**src/rtl/mem_master.sv**
```systemverilog
// mem_master: initiator for the on-chip data RAM.
// Clears the array after reset, then serves one valid/ready request per cycle.
module mem_master #(
    parameter int              ADDR_W     = 9,
    parameter int              DATA_W     = 8,
    parameter int              INIT_EN    = 1,
    parameter logic [DATA_W-1:0] INIT_VALUE = 8'h00
) (
    input  logic              i_clk,
    input  logic              i_nrst,
    input  logic              i_req_valid,
    output logic              o_req_ready,
    input  logic              i_req_we,
    input  logic [ADDR_W-1:0] i_req_addr,
    input  logic [DATA_W-1:0] i_req_wdata,
    output logic              o_rsp_valid,
    output logic [DATA_W-1:0] o_rsp_rdata,
    output logic              o_init_done,
    output logic [ADDR_W-1:0] o_mem_addr,
    output logic              o_mem_we,
    output logic [DATA_W-1:0] o_mem_wdata,
    output logic              o_mem_re,
    input  logic [DATA_W-1:0] i_mem_rdata
);

    typedef enum logic {
        ST_INIT,
        ST_RUN
    } state_t;

    state_t              state_q, state_d;
    logic [ADDR_W-1:0]   cnt_q, cnt_d;

    logic                fwd_v;
    logic [ADDR_W-1:0]   fwd_addr;
    logic [DATA_W-1:0]   fwd_data;

    logic                rd_v;
    logic                rd_hit;
    logic [DATA_W-1:0]   rd_fdata;
    logic [DATA_W-1:0]   rdata_q;

    logic                rd_acc;
    logic                hit;
    logic [DATA_W-1:0]   rsp_data;

    always_comb begin
        state_d     = state_q;
        cnt_d       = cnt_q;
        o_req_ready = 1'b0;
        o_mem_we    = 1'b0;
        o_mem_re    = 1'b0;
        o_mem_addr  = '0;
        o_mem_wdata = '0;
        rd_acc      = 1'b0;
        if (i_nrst) begin
            unique case (state_q)
                ST_INIT: begin
                    o_mem_we    = 1'b1;
                    o_mem_addr  = cnt_q;
                    o_mem_wdata = INIT_VALUE;
                    // counter parks at all ones; the state change ends the sweep
                    if (cnt_q == '1) state_d = ST_RUN;
                    else             cnt_d   = cnt_q + ADDR_W'(1);
                end
                ST_RUN: begin
                    o_req_ready = 1'b1;
                    if (i_req_valid) begin
                        o_mem_addr = i_req_addr;
                        if (i_req_we) begin
                            o_mem_we    = 1'b1;
                            o_mem_wdata = i_req_wdata;
                        end else begin
                            o_mem_re = 1'b1;
                            rd_acc   = 1'b1;
                        end
                    end
                end
            endcase
        end
    end

    // RAM writes land a cycle late, so a read right behind one must be forwarded
    assign hit = rd_acc && fwd_v && (fwd_addr == i_req_addr);

    always_ff @(posedge i_clk) begin
        if (!i_nrst) begin
            state_q  <= (INIT_EN != 0) ? ST_INIT : ST_RUN;
            cnt_q    <= '0;
            fwd_v    <= 1'b0;
            fwd_addr <= '0;
            fwd_data <= '0;
            rd_v     <= 1'b0;
            rd_hit   <= 1'b0;
            rd_fdata <= '0;
            rdata_q  <= '0;
        end else begin
            state_q <= state_d;
            cnt_q   <= cnt_d;
            fwd_v   <= o_mem_we;
            if (o_mem_we) begin
                fwd_addr <= o_mem_addr;
                fwd_data <= o_mem_wdata;
            end
            rd_v   <= rd_acc;
            rd_hit <= hit;
            if (hit) rd_fdata <= fwd_data;
            if (rd_v) rdata_q <= rsp_data;
        end
    end

    assign rsp_data    = rd_hit ? rd_fdata : i_mem_rdata;
    assign o_rsp_valid = i_nrst && rd_v;
    assign o_rsp_rdata = !i_nrst ? '0 : (rd_v ? rsp_data : rdata_q);
    assign o_init_done = i_nrst && (state_q == ST_RUN);

endmodule

```
**config.mk**
```make
export PLATFORM = sky130hd
export DESIGN_NAME = mem_master
export DESIGN_NICKNAME = d
export VERILOG_FILES = /design/src/rtl/mem_master.sv
export SDC_FILE = /design/constraint.sdc
export NUM_CORES = 1
export LEC_CHECK = 0
export BUFFER_PORTS_ARGS = -buffer_cell sky130_fd_sc_hd__buf_2
export CORE_MARGIN = 4
export CORE_UTILIZATION = 45
export CTS_CLUSTER_SIZE = 24
export DETAILED_ROUTE_END_ITERATION = 7
export PLACE_DENSITY = 0.7
export SYNTH_ARGS = -nofsm -noshare
export SYNTH_HDL_FRONTEND = slang
export SYNTH_SLANG_ARGS = --single-unit
```
**constraint.sdc**
```tcl
create_clock -name i_clk -period 2 [get_ports i_clk]
set_input_delay 0.2 -clock i_clk [delete_from_list [all_inputs] [get_ports i_clk]]
set_output_delay 0.2 -clock i_clk [all_outputs]
set_load 0.005 [all_outputs]
```
==> impl_metrics.yaml <==
cells_and_area:
  fillers: 457
  layout-drive-gt1-share: 0.237
  antenna-diode-count: 0
  layout.area.seq_um2: 921
  nNetsFinal: 355
  multi_input_area_mm2: 0.00120
  area_delta_synth_final_pct: 20.0
yosys:
  ys_warn_count: 0
  synth_commonest_cells: "dfxtp_1, nand2_1, nor2_1, a21oi_1, nand4_1"
  yosys_register_bits: 46
  synthArstFlopShare: 0
  synthCells: 274
  yosysMostFrequentCell: "dfxtp_1"
  synth_edf_count: 0
  syn_area_per_cell_um2: 8.08
  yosys-top-cells-area: "dfxtp_1, nand2_1, a21oi_1"
  yosysSeqAreaShare: 0.416
  synthFlopType: "dfxtp_1"
  syn_area_mm2: 0.00221
  synth_top_area_frac: 0.416
  syn-num-nets: 305
  ys_types: 29
  synth_area_leader_cell: "dfxtp_1"
critical_path:
  reg2reg_depth: 8
  cpMaxStageDelayCell: "dfxtp_1"
  end_kind: "output pin"
  reg2reg_slack_ps: 250
  cp_top_family: "simple AND/OR/NAND/NOR gates"
  r2r_start: "cnt_q[0]"
  slowest_delay_ps: 510
  crit_type: "reg2out"
  worst-path-max-fanout: 10
  crit_buf_inv: 1
  critPathArrivalTime_ps: 1590
  crit_chain: "and2_1 -> a21oi_1 -> nor2_1 -> buf_2"
  cp-start-kind: "flip-flop"
  cp_data_required_time_ps: 1800
  r2r-end: "cnt_q[6]"
timing:
  fmax_mhz: 557
  rsz0062_at_grt: "false"
  drv_slew: 0
  post-route-period-util: 0.897
  tns_ps: 0
  hold_viol_final: 0
  min_period_ps: 1790
  skew_ps: 7.64
  whs_ps: 139
  relSlewSlack: 0.620
  worst_pin_slew_ps: 570
  setup_violations: 0
detailed_routing:
  routedWlPerCell_um: 13.4
  routed_wl_mm: 5.24
  first_pass_iters: 6
  vias: 2044
  antenna_left: 0
  via_per_inst: 5.21
  drc: 0
  drtIter0Drc: 183
min_path:
  holdPathEnd: "fwd_data[2]"
  whs_path_depth: 3
  min_path_type: "in2reg"
  hp-start: "i_req_wdata[2]"
global_route:
  grt_usage: 0.182
  grt_max_degree: 34
  grt_pass1_wl_mm: 8.99
  grt_pass1_vias: 1872
  grt-ovfl-total: 0
  antenna_found_initial: 0
clocking:
  clockBufferDepth: 2
  cts_sinks: 46
  cts_buffers: 5
  post-cts-setup-buffer-count: 0
  hold_buffers: 0
  clkTransAtPathRegs_ps: 80
  cts_tree: "yes"
  insertion_delay_ps: 300
  cts_root_buffer: "clkbuf_8"
  htreeDepth: 2
power_and_ir_drop:
  p_switching_mw: 0.419
  total_power_mw: 1.78
  powerDensity_mw_per_mm2: 668
  share_comb_of_total_power: 0.079
  p_int_mw: 1.36
  pwr-share-seq: 0.527
  leakage_nw: 1.04
  swShare: 0.236
  clock_power_share: 0.393
  vdd_drop_max_mv: 0.282
die:
  start_util: 0.466
  core_mm2: 0.00475
  fp.dieH_um: 78.2
  die_width_um: 78.2
  fp.dieArea_mm2: 0.00611
  ioPinCount: 59
  std_cell_rows: 25
place:
  io_buffers: 58
  gp_congestion: 0.813
  dp_hpwl_mm: 3.83
outcome:
  status: "finished, final reports clean"
flow_run:
  drv_cap: 0
[through the flow]
stage               utilization  worst slack, ps  instance area, um2  cells
finish                    0.559              205                2660    392
global route              0.559             73.4                2660    392
CTS                       0.558             3.86                2650    392
detailed placement        0.534              257                2540    384
global placement          0.534              327                2540    384
floorplan                     -              423                2210    274
[timing repair]
action                                  CTS  global route
hold endpoints to repair                  0             0
endpoints found under the setup margin    0             8
gates resized for setup                   0             2
[final cells by class]
type / instances / area share
clock buffer: 5 / 0.0259
clock inverter: 3 / 0.0165
inverter: 2 / 0.00282
multi-input combinational: 205 / 0.451
sequential: 46 / 0.347
tap: 67 / 0.0315
timing repair buffer: 64 / 0.126
[cells in the final DEF, fill, tap and decap left out, drive strengths merged, types with 3 or more instances in the layout]
master,instances
buf,64
dfxtp,46
nand2,40
nor2,37
a21oi,29
nand4,14
xnor2,12
and2,11
nor2b,9
a311oi,9
mux2i,8
a211oi,8
o31ai,8
clkbuf,5
xor2,4
nand3,3
inv,3
[how the worst max path moves through the flow]
| stage | endpoint | cells after the start | slack (ps) | startpoint |
|---|---|---|---|---|
| final | o_mem_addr[1] | 4 | 210 | state_q |
| after global routing | o_mem_addr[4] | 4 | 70 | state_q |
| after CTS | o_mem_wdata[4] | 4 | 4 | state_q |
| after detailed placement | cnt_q[6] | 8 | 260 | cnt_q[0] |
| after global placement | cnt_q[6] | 8 | 330 | cnt_q[0] |
| after floorplan | cnt_q[3] | 8 | 420 | cnt_q[0] |
[registers in the layout, summed over array words and instances, names as in the netlist]
register / count
cnt_q: 9
fwd_addr: 9
fwd_data: 8
rd_fdata: 8
rdata_q: 8
fwd_v: 1
rd_hit: 1
rd_v: 1
state_q: 1
[cell families after synthesis]
| kind of cell | synth area share |
|---|---|
| AOI/OAI and AO/OA | 0.160 |
| xor gates and xnor gates | 0.0633 |
| adders and majority gates | 0.0113 |
| buffers and inverters | 0.0458 |
| DFF | 0.416 |
| muxes | 0.0362 |
| and+or+nand+nor | 0.268 |
[worst register-to-register path: stages (launching register included)]
cell and delay, ps:
dfxtp_1 370, ha_1 260, nand3_1 90, nor2_1 40
ha_1 230, nor2_2 290, nand4_1 160, xor2_1 160
nor2_1 50
[power groups by stage]
stage	Clock, mW	Combinational (mW)	Sequential [mW]
after global placement	0	0.140	0.958
after CTS	0.715	0.142	0.937
final	0.698	0.141	0.937
after detailed placement	0	0.141	0.958
after floorplan	0	0.0825	0.953
after global routing	0.753	0.159	0.939
[routing by layer]
layer  vias up  wire length (um)  global-route usage
li1       1056                 -                   -
met3         6               284              0.0367
met4         0                60              0.0577
met5         -                 0                   0
met1       914              2630               0.262
met2        68              2270               0.273
Note: power is estimated with default switching activity, not from simulation.
